`src/rtl/ppm_symbol_feeder_if.sv`:
```
// Byte stream into the feeder and the symbol handshake out to the PPM modulator.
interface ppm_symbol_feeder_if;
  logic [7:0] tx_data;
  logic       tx_valid;
  logic       tx_ready;
  logic [1:0] ppm_code;
  logic       ppm_strobe;
  logic       ppm_done;

  // master: byte source plus modulator; slave: the feeder itself
  modport master (output tx_data, tx_valid, ppm_done,
                  input  tx_ready, ppm_code, ppm_strobe);
  modport slave  (input  tx_data, tx_valid, ppm_done,
                  output tx_ready, ppm_code, ppm_strobe);
endinterface

```
`src/rtl/ppm_symbol_feeder.sv`:
```
// Byte FIFO feeding the PPM modulator one 2-bit symbol at a time,
// issuing each symbol only after the modulator reports the previous slot done.
module ppm_symbol_feeder #(
  parameter int FIFO_DEPTH = 4,
  parameter bit MSB_FIRST  = 1'b1
) (
  input  logic                        clk,
  input  logic                        rst,
  ppm_symbol_feeder_if.slave          bus,
  output logic                        busy,
  output logic [$clog2(FIFO_DEPTH):0] fifo_count
);
  localparam int AW = $clog2(FIFO_DEPTH);
  localparam int CW = AW + 1;

  typedef enum logic {S_IDLE, S_WAIT} state_t;

  state_t        state;
  logic [7:0]    mem [FIFO_DEPTH];
  logic [AW-1:0] wr_ptr, rd_ptr;
  logic [CW-1:0] count;
  logic [7:0]    shreg;
  logic [1:0]    remaining;
  logic [1:0]    code_q;
  logic          strobe_q;

  logic       full, empty, push, pop, done_ok, sym_next;
  logic [7:0] head, head_rest, sh_rest;
  logic [1:0] head_sym, sh_sym;

  assign full  = (count == CW'(FIFO_DEPTH));
  assign empty = (count == '0);
  assign push  = bus.tx_valid && bus.tx_ready;

  // A done coinciding with our own strobe would be a zero-length slot; drop it.
  assign done_ok  = (state == S_WAIT) && bus.ppm_done && !strobe_q;
  assign sym_next = done_ok && (remaining != 2'd0);
  assign pop      = !empty && ((state == S_IDLE) || (done_ok && remaining == 2'd0));

  // The shift register keeps the next symbol at the end it is emitted from.
  assign head      = mem[rd_ptr];
  assign head_sym  = MSB_FIRST ? head[7:6] : head[1:0];
  assign head_rest = MSB_FIRST ? {head[5:0], 2'b00} : {2'b00, head[7:2]};
  assign sh_sym    = MSB_FIRST ? shreg[7:6] : shreg[1:0];
  assign sh_rest   = MSB_FIRST ? {shreg[5:0], 2'b00} : {2'b00, shreg[7:2]};

  always_ff @(posedge clk) begin
    if (rst) begin
      wr_ptr <= '0;
      rd_ptr <= '0;
      count  <= '0;
    end else begin
      if (push) wr_ptr <= wr_ptr + 1'b1;
      if (pop)  rd_ptr <= rd_ptr + 1'b1;
      case ({push, pop})
        2'b10:   count <= count + 1'b1;
        2'b01:   count <= count - 1'b1;
        default: ;
      endcase
    end
  end

  always_ff @(posedge clk) begin
    if (push) mem[wr_ptr] <= bus.tx_data;
  end

  always_ff @(posedge clk) begin
    if (rst) begin
      state     <= S_IDLE;
      shreg     <= '0;
      remaining <= '0;
      code_q    <= '0;
      strobe_q  <= 1'b0;
    end else begin
      strobe_q <= 1'b0;
      if (pop) begin
        // same path from IDLE and at the end of a byte: no gap between bytes
        state     <= S_WAIT;
        code_q    <= head_sym;
        shreg     <= head_rest;
        remaining <= 2'd3;
        strobe_q  <= 1'b1;
      end else if (sym_next) begin
        code_q    <= sh_sym;
        shreg     <= sh_rest;
        remaining <= remaining - 2'd1;
        strobe_q  <= 1'b1;
      end else if (done_ok) begin
        state  <= S_IDLE;
        code_q <= 2'b00;
      end
    end
  end

  assign bus.tx_ready   = !full && !rst;
  assign bus.ppm_code   = code_q;
  assign bus.ppm_strobe = strobe_q;
  assign busy           = (state == S_WAIT) || !empty;
  assign fifo_count     = count;
endmodule

```
`src/flat_wrapper.sv`:
```
// flat-port wrapper written by rule: the top's interface ports become plain ports
module ppm_symbol_feeder_flat 
#(
  parameter int FIFO_DEPTH = 4,
  parameter bit MSB_FIRST  = 1'b1
)
  (clk, rst, busy, fifo_count, bus_tx_data, bus_tx_valid, bus_ppm_done, bus_tx_ready, bus_ppm_code, bus_ppm_strobe);
  ppm_symbol_feeder_if bus_i ();
  input  logic clk;
  input  logic rst;
  output logic busy;
  output logic [$clog2(FIFO_DEPTH):0] fifo_count;
  input wire logic [$bits(bus_i.tx_data)-1:0] bus_tx_data;
  input wire logic [$bits(bus_i.tx_valid)-1:0] bus_tx_valid;
  input wire logic [$bits(bus_i.ppm_done)-1:0] bus_ppm_done;
  output wire logic [$bits(bus_i.tx_ready)-1:0] bus_tx_ready;
  output wire logic [$bits(bus_i.ppm_code)-1:0] bus_ppm_code;
  output wire logic [$bits(bus_i.ppm_strobe)-1:0] bus_ppm_strobe;
  assign bus_i.tx_data = bus_tx_data;
  assign bus_i.tx_valid = bus_tx_valid;
  assign bus_i.ppm_done = bus_ppm_done;
  assign bus_tx_ready = bus_i.tx_ready;
  assign bus_ppm_code = bus_i.ppm_code;
  assign bus_ppm_strobe = bus_i.ppm_strobe;
  ppm_symbol_feeder #(.FIFO_DEPTH(FIFO_DEPTH), .MSB_FIRST(MSB_FIRST)) u_core (.clk(clk), .rst(rst), .bus(bus_i), .busy(busy), .fifo_count(fifo_count));
endmodule
```
`config.mk`:
```
export PLATFORM = sky130hd
export DESIGN_NAME = ppm_symbol_feeder_flat
export DESIGN_NICKNAME = d
export VERILOG_FILES = /design/src/rtl/ppm_symbol_feeder_if.sv /design/src/rtl/ppm_symbol_feeder.sv /design/src/flat_wrapper.sv
export SDC_FILE = /design/constraint.sdc
export NUM_CORES = 1
export LEC_CHECK = 0
export BUFFER_PORTS_ARGS = -buffer_cell sky130_fd_sc_hd__buf_2
export CAP_MARGIN = 20
export CORE_UTILIZATION = 35
export CTS_CLUSTER_DIAMETER = 80
export DETAILED_ROUTE_END_ITERATION = 8
export PLACE_DENSITY_LB_ADDON = 0.15
export SLEW_MARGIN = 10
export SYNTH_ARGS = -nofsm -noshare
export SYNTH_HDL_FRONTEND = slang
export SYNTH_SLANG_ARGS = --single-unit
```
`constraint.sdc`:
```
create_clock -name clk -period 4.6 [get_ports clk]
set_input_delay 0.23 -clock clk [delete_from_list [all_inputs] [get_ports clk]]
set_output_delay 0.23 -clock clk [all_outputs]
set_load 0.05 [all_outputs]
```
==> impl_metrics.tcl, run 1 <==
set metrics [dict create \
    run_status "finished clean" \
    power_density_nw_per_um2 562 \
    clock.fmax_ghz 0.375 \
    min_period_over_period_pct 58.0 \
    drive_gt1_share_pct 22.0 \
    clock_latency_ns 0.29 \
    ff_latch_area_um2 1380 \
    syn2layout_area_growth_pct 12.0 \
    grt_pass1_vias 1233 \
    finClkSkew_ns 0.00539 \
    dp_hpwl_mm 2.58 \
    yosys_warnings 0 \
    cts_tree "yes" \
    postCtsHoldBufs 0 \
    end_kind "flip-flop" \
    antenna_found_initial 0 \
    grt_max_degree 24 \
    hold_class "in2reg" \
    place_congestion 0.699 \
    cts_setup_buffers 0 \
    critPathKind "reg2reg" \
    yosys-top-cells-area "edfxtp_1, dfxtp_1, mux4_2" \
    multi_input_area_um2 671 \
    core_region_area_um2 5680 \
    critPathLaunchType "flip-flop" \
    htreeDepth 2 \
    maxCapViolCount 0 \
    yosysTopAreaCell "edfxtp_1" \
    fp.dieArea_um2 6380 \
    netlist_area_um2 2120 \
    drtIter0Drc 104 \
    syn_inst 148 \
    cts-root-buf "clkbuf_8" \
    ant_nets 0 \
    arrival_ns 2.89 \
    clk_pin_slew_ns 0.09 \
    p_leak_nw 0.840 \
    grt_usage_pct 13.1 \
    viasPerCell 5.14 \
    grt_overflow 0 \
    fp-row-count 27 \
    relSlewSlack_pct 63.9 \
    fin_cells 240 \
    place_inst 232 \
    worst_pin_slew_ns 0.541 \
    fill_cells 529 \
    required_ns 4.82 \
    synth.top_cell.area_share_pct 45.3 \
    avgRoutedWirePerCell_um 15.7 \
    cts_buffers 5 \
    ios 20 \
    clock-sinks 53 \
    port_buffers 19 \
    avgSynthCellArea_um2 14.3 \
    fp.dieW_um 79.9 \
    setup_viol 0 \
    syn_nets 167 \
    slew_violations 0 \
    vias 1234 \
    first_pass_iters 4 \
    drc 0 \
    rsz0062_at_grt "no" \
    hold_violations 0 \
    period_minus_slack_ns 2.67 \
    yosys_register_bits 53 \
    grt_pass1_wl_mm 6.08 \
    cp_max_fo 11 \
    fp.dieH_um 79.9 \
    ys_seq_area_share_pct 65.1 \
    clk_path_buf_depth 2 \
    yosysUniqueCellTypes 32 \
    initial_core_util_pct 37.4 \
    wl_mm 3.76 \
    finalSetupTns_ns 0 \
    diodes 0 \
    vdd_drop_max_uv 215 \
    nNetsFinal 186 \
    cts.repair.resized 0 \
]
-- worst paths after layout --
| check | start | to | slack, ns | cells past startpoint |
|---|---|---|---|---|
| max | u_core.remaining[0]$_SDFFE_PP0P_ | u_core.fifo_count[2]$_SDFFE_PP0P_ | 1.93 | 10 |
| min | bus_tx_data[5] | u_core.mem[1][5]$_DFFE_PP_ | 0.14 | 1 |
| max reg2reg | u_core.remaining[0]$_SDFFE_PP0P_ | u_core.fifo_count[2]$_SDFFE_PP0P_ | 1.93 | 10 |
| min reg2reg | u_core.bus.ppm_code[0]$_SDFFE_PP0P_ | u_core.bus.ppm_code[0]$_SDFFE_PP0P_ | 0.48 | 1 |
-- sequential cells by signal, indices dropped and copies added, names as in the netlist, named ones only --
name                   flops
u_core.bus.ppm_code        2
u_core.bus.ppm_strobe      1
u_core.fifo_count          3
u_core.mem                32
u_core.rd_ptr              2
u_core.remaining           2
u_core.shreg               6
u_core.state               1
u_core.wr_ptr              2
-- placed cells by master (no fill, tap or decap), types with 2 or more instances in the layout --
cell type / instances
xnor2_1: 2
clkbuf_8: 7
inv_1: 9
or3_1: 2
buf_2: 19
a21oi_1: 13
edfxtp_1: 32
nor2_1: 8
nand2_1: 6
nand3_1: 6
and2_1: 4
mux4_2: 8
ha_1: 6
o21ai_0: 3
dfxtp_1: 21
o2bb2ai_1: 2
a22oi_1: 6
-- critical path: stages (launching register included) --
cell and delay, ns:
dfxtp_1 0.32, inv_1 0.06, ha_1 0.25, nand3b_1 0.12, a21o_1 0.32, inv_1 0.25, ha_1 0.30, fa_1 0.38
xnor2_1 0.15, or3_1 0.30, a21oi_1 0.15
-- cells in the mapped netlist --
cell type	n
nand3_1	6
a21o_1	1
buf_1	1
and2_1	4
nor3_1	1
a211oi_1	1
clkbuf_1	3
a21oi_1	13
nor4b_4	1
edfxtp_1	32
xor2_1	1
nand2_1	6
nand2b_1	1
nor2_1	8
ha_1	6
o2bb2ai_1	2
nand3b_1	1
buf_6	1
buf_2	2
dfxtp_1	21
or4b_1	1
o21ai_0	3
a221oi_1	1
mux4_2	8
fa_1	1
or3_1	2
o31ai_1	1
xnor2_1	2
a211oi_2	1
inv_1	9
a22oi_1	6
mux2i_1	1
-- per-layer routing --
layer | vias up | wire [µm] | GRT usage (%)
li1 | 589 | - | -
met1 | 616 | 1630 | 14.9
met2 | 21 | 1890 | 22.7
met3 | 8 | 156 | 3.89
met4 | 0 | 90 | 5.54
met5 | - | 0 | 0
-- cell type report --
type                    count  area share, %
well taps                  72           3.79
clock buffers               7           4.05
repair buffers             19           4.00
clock inverters             1          0.369
multi-input cells          79           28.2
flip-flops and latches     53           58.1
inverters                   9           1.42
-- per-stage QoR --
stage | setup WS [ns] | cell area (µm²) | utilization, % | power (mW) | hold WS (ns)
3_5_place_dp | 1.97 | 2270 | 40.0 | 1.07 | 0.446
5_1_grt | 1.75 | 2380 | 41.9 | 1.42 | 0.124
2_1_floorplan | 2.05 | 2120 | - | 0.984 | 0.329
4_1_cts | 1.92 | 2380 | 41.9 | 1.35 | 0.130
6_report | 1.93 | 2380 | 41.9 | 1.34 | 0.144
3_3_place_gp | 2.07 | 2270 | 40.0 | 1.05 | 0.438
-- kinds of logic (layout without fill, tap and decap cells) --
group / count (synthesis) / count (layout) / share of synthesized area (%)
flip-flops: 53 / 53 / 65.1
AND/OR/NAND/NOR: 31 / 31 / 8.14
AO/OA/AOI/OAI: 29 / 29 / 8.79
buffers and inverters: 16 / 36 / 3.30
multiplexers: 9 / 9 / 8.96
adder cells (fa/ha/maj): 7 / 7 / 4.48
XOR/XNOR: 3 / 3 / 1.24
-- power by group --
group	internal [mW]	switching [mW]	total [mW]
logic	0.152	0.252	0.405
registers	0.585	0.0655	0.650
clock network	0.139	0.142	0.281
total	0.876	0.460	1.34
(Power assumes the default switching activity.)
==> run 2: changes to the inputs <==
Clock period 4.6 ns to 2.2 ns, I/O delays scaled along.
==> run 2 against run 1 <==
Compared with the run above: sequential share of layout area decreased by 0.60 points; die area unchanged; global-route usage increased by 0.55 points; fmax increased by 28%; first-iteration DRC count decreased by 18%; count of clock-buffer cells in the layout decreased by 1; sequential power increased by 110%; largest power group unchanged; combinational power increased by 130%; power increased by 110%; clock power increased by 92%; critical path depth unchanged.
==> impl_metrics.tcl, run 2 (synthesis results as in run 1) <==
set metrics [dict create \
    end_kind "flip-flop" \
    htreeDepth 2 \
    clk_pin_slew_ns 0.09 \
    cts_tree "yes" \
    largest_register "u_core.mem" \
    wl_mm 3.77 \
    setup_viol 0 \
    vdd_drop_max_uv 412 \
    largest_reg_flops 32 \
    finClkSkew_ns 0.00533 \
    rsz0062_at_grt "no" \
    fp.dieW_um 79.9 \
    clock-sinks 53 \
    min_period_over_period_pct 94.6 \
    dp_hpwl_mm 2.54 \
    final_cell_mix "edfxtp_1, buf_2, dfxtp_1" \
    diodes 0 \
    grt_use_met2_pct 22.0 \
    clock.fmax_ghz 0.480 \
    fill_cells 514 \
    grt_pass1_vias 1268 \
    drtIter0Drc 85 \
    power_density_nw_per_um2 1160 \
    cts_buffers 5 \
    hold_violations 0 \
    grt_overflow 0 \
    core_region_area_um2 5680 \
    viasPerCell 5.02 \
    fp.dieArea_um2 6380 \
    layout_commonest_cell "edfxtp_1" \
    clk_path_buf_depth 2 \
    arrival_ns 2.32 \
    multi_input_area_um2 687 \
    worst_pin_slew_ns 0.546 \
    fp.dieH_um 79.9 \
    hold_class "in2reg" \
    finalSetupTns_ns 0 \
    initial_core_util_pct 37.4 \
    nNetsFinal 191 \
    antenna_found_initial 0 \
    maxCapViolCount 0 \
    avgRoutedWirePerCell_um 15.4 \
    ant_nets 0 \
    first_pass_iters 4 \
    period_minus_slack_ns 2.08 \
    relSlewSlack_pct 63.5 \
    busiest_layer "met2" \
    grt_pass1_wl_mm 6.20 \
    ios 20 \
    critPathLaunchType "flip-flop" \
    critPathKind "reg2reg" \
    grt_usage_pct 13.7 \
    slew_violations 0 \
    fp-row-count 27 \
    gr-usage-met1_pct 16.7 \
    use_met3_pct 4.00 \
    clock_latency_ns 0.30 \
    vias 1229 \
    grt_max_degree 23 \
    drc 0 \
    run_status "finished clean" \
    port_buffers 19 \
    cts-root-buf "clkbuf_8" \
    syn2layout_area_growth_pct 14.3 \
    place_congestion 0.677 \
    p_leak_nw 0.855 \
    ff_latch_area_um2 1400 \
    cp_max_fo 3 \
    place_inst 237 \
    drive_gt1_share_pct 29.5 \
    fin_cells 245 \
    required_ns 2.44 \
    cts_setup_buffers 0 \
]
[run 2: cell types whose count changed in the layout (fill, tap and decap cells not counted), moves of 2 or more]
cell      before  now
dfxtp_2        0    2
ha_2           0    2
clkbuf_8       7    5
buf_4          0    5
ha_1           6    4
dfxtp_4        0    3
dfxtp_1       21   16
[run 2: worst max-delay path: stages, from the launching register on]
cell	delay, ns
dfxtp_1	0.32
inv_1	0.06
ha_2	0.20
nand3b_1	0.10
a21o_1	0.13
inv_1	0.06
ha_2	0.20
fa_2	0.34
xnor2_1	0.14
or3_1	0.33
a21oi_2	0.14
[run 2: layer usage]
layer  part of all wire (%)  up-vias  wire [µm]
li1                       -      595          -
met1                     45      609       1690
met2                     50       21       1880
met3                    3.6        4        135
met4                    1.5        0         55
met5                      0        -          0
[run 2: per-stage QoR]
step	cell area, µm²	util (%)	power [mW]	setup WS [ns]	hold WS (ns)
final	2420	42.7	2.82	0.118	0.0179
after global routing	2420	42.7	3.00	0.000562	0.00661
after CTS	2420	42.6	2.85	0.0406	0.00503
after detailed placement	2330	41.1	2.30	0.0695	0.329
after global placement	2330	41.1	2.27	0.169	0.318
after floorplan	2140	-	2.08	0.0263	0.209
[run 2: worst paths after layout]
path,start,end,slack (ns),depth (start not counted)
min reg2reg,u_core.bus.ppm_code[0]$_SDFFE_PP0P_,u_core.bus.ppm_code[0]$_SDFFE_PP0P_,0.47,1
max reg2reg,u_core.remaining[0]$_SDFFE_PP0P_,u_core.fifo_count[2]$_SDFFE_PP0P_,0.12,10
max,u_core.remaining[0]$_SDFFE_PP0P_,u_core.fifo_count[2]$_SDFFE_PP0P_,0.12,10
min,bus_tx_data[1],u_core.mem[2][1]$_DFFE_PP_,0.02,1
[run 2: repair_timing]
item | CTS | global route
setup endpoints to repair | 0 | 1
gates resized for setup | 0 | 3
hold buffers | 0 | 0
[run 2: area by class of cell]
| cell class | instances | share of cell area, % |
|---|---|---|
| Clock buffer | 6 | 2.99 |
| Clock inverter | 2 | 0.568 |
| Inverter | 9 | 1.39 |
| Multi-Input combinational cell | 79 | 28.3 |
| Sequential cell | 53 | 57.5 |
| Tap cell | 72 | 3.72 |
| Timing Repair Buffer | 24 | 5.47 |
[run 2: power by group]
group / internal, mW / switching (mW) / total, mW
logic: 0.369 / 0.543 / 0.912
registers: 1.23 / 0.137 / 1.37
clock network: 0.227 / 0.312 / 0.540
==> run 3: changes to the inputs <==
Settings changed: CORE_UTILIZATION 35 to 52, HOLD_SLACK_MARGIN from default to 0.03, PLACE_DENSITY from default to 0.84, PLACE_DENSITY_LB_ADDON 0.15 to default.
==> run 3 against run 2 <==
Compared with the run above: routed wire length grew 2.0%; power grew 6.7%; sequential power is essentially flat; count of clock-buffer cells in the layout shrank 1; die area shrank 32%; clock skew grew 0.012 ns; critical endpoint unchanged; largest cell class unchanged; critical path depth is the same; highest routed layer unchanged; core utilization grew 24 points.
==> impl_metrics.tcl, run 3 (synthesis results as in run 1) <==
set metrics [dict create \
    worst_slack_ns 0.0214 \
    drive_gt1_share_pct 33.5 \
    slew_violations 0 \
    grt_pass1_vias 1317 \
    drtIter0Drc 68 \
    first_pass_iters 4 \
    syn2layout_area_growth_pct 20.3 \
    regToRegSetupSlack_ns 0.02 \
    port_buffers 19 \
    cts_buffers 5 \
    clk_pin_slew_ns 0.10 \
    worst_pin_slew_ns 0.543 \
    clock.fmax_ghz 0.459 \
    worst_hold_slack_ns 0.233 \
    fp.dieW_um 65.9 \
    htreeDepth 2 \
    fp-row-count 22 \
    total_power_mw 3.01 \
    initial_core_util_pct 55.9 \
    grt_overflow 0 \
    ant_nets 0 \
    finish.utilization_pct 67.2 \
    antenna_found_initial 0 \
    ios 20 \
    cp_max_fo 3 \
    diodes 0 \
    setup_viol 0 \
    avgRoutedWirePerCell_um 16.5 \
    finClkSkew_ns 0.0173 \
    grt_max_degree 23 \
    place_congestion 0.733 \
    vdd_drop_max_uv 653 \
    cts_tree "yes" \
    power_density_nw_per_um2 1180 \
    dpl_cell_area_um2 2290 \
    arrival_ns 2.43 \
    max_stage_delay_ns 0.39 \
    run_status "finished clean" \
    drc 0 \
    grt_usage_pct 19.1 \
    clk_path_buf_depth 2 \
    dp_slack_ns 0.0263 \
    fp.dieH_um 65.9 \
    hold_class "in2reg" \
    fill_cells 270 \
    nNetsFinal 203 \
    crit_path_top_delay_cell "or3_4" \
    end_kind "flip-flop" \
    dp_hpwl_mm 2.52 \
    critPathLaunchType "flip-flop" \
    clock_latency_ns 0.32 \
    fp.dieArea_um2 4340 \
    fin_cells 233 \
    maxCapViolCount 0 \
    layout_commonest_cell "edfxtp_1" \
    core_region_area_um2 3800 \
    final_cell_area_um2 2550 \
    critPathKind "reg2reg" \
    relSlewSlack_pct 63.8 \
    vias 1296 \
    viasPerCell 5.56 \
    largest_reg_flops 32 \
    period_minus_slack_ns 2.18 \
    hold_violations 0 \
    wl_mm 3.85 \
    place_inst 212 \
    largest_register "u_core.mem" \
    min_period_over_period_pct 99.0 \
    final_cell_mix "edfxtp_1, buf_2, dfxtp_1" \
    critical_path.cell_chain "inv_2 > ha_4 > nand3b_1 > a21o_1 > inv_2 > ha_4 > fa_2 > xnor2_2 > or3_4 > a21oi_2" \
    clock-sinks 53 \
    required_ns 2.45 \
    finalSetupTns_ns 0 \
    grt_pass1_wl_mm 5.87 \
    cts-root-buf "clkbuf_8" \
    p_leak_nw 0.915 \
]
run 3: cell count changes in the layout (fill, tap and decap cells not counted), sizes merged:
cell         before  now
clkbuf            6    5
buf              24   28
dlygate4sd3       0    8
clkinvlp          0    1
run 3: path summary, 6_finish.rpt:
path,end,from,cells after the start
worst max-delay path,u_core.fifo_count[2]$_SDFFE_PP0P_,u_core.remaining[0]$_SDFFE_PP0P_,10
worst min register to register,u_core.shreg[7]$_SDFFE_PP0P_,u_core.shreg[7]$_SDFFE_PP0P_,2
worst min-delay path,u_core.fifo_count[1]$_SDFFE_PP0P_,rst,3
worst max register to register,u_core.fifo_count[2]$_SDFFE_PP0P_,u_core.remaining[0]$_SDFFE_PP0P_,10
run 3: critical path: cells and delay by family, from the launching register on:
family	cells	cell delay (ns)
buffers and inverters	2	0.11
adder cells (fa/ha/maj)	3	0.68
AO/OA/AOI/OAI	2	0.33
AND/OR/NAND/NOR	2	0.49
flip-flops	1	0.34
XOR/XNOR	1	0.15
run 3: area by class of cell:
cell class	count	area [µm²]	share of cell area [%]
Sequential cell	53	1400	54.7
Multi-Input combinational cell	79	726	28.4
Tap cell	48	60.1	2.35
Timing Repair Buffer	36	243	9.51
Clock buffer	5	68.8	2.70
Clock inverter	3	25.0	0.980
Inverter	9	33.8	1.32
run 3: layer usage:
metal | up-vias | track usage, % | routed length, µm
met5 | - | 0 | 0
met4 | 0 | 9.51 | 79
met3 | 10 | 4.14 | 153
met2 | 34 | 33.8 | 2060
met1 | 631 | 21.6 | 1550
li1 | 621 | - | -
run 3: report_power, final:
part | switching, mW | internal, mW | total, mW
clock | 0.328 | 0.230 | 0.558
sequential | 0.151 | 1.23 | 1.39
combinational | 0.590 | 0.477 | 1.07
total | 1.07 | 1.94 | 3.01
run 3: timing repair:
| item | 4_1_cts | 5_1_grt |
|---|---|---|
| setup endpoints to repair | 1 | 1 |
| setup buffers | 0 | 5 |
| pin swaps | 1 | 8 |
| hold endpoints to repair | 31 | 0 |
| resized for setup | 0 | 12 |
| hold buffers | 8 | 0 |
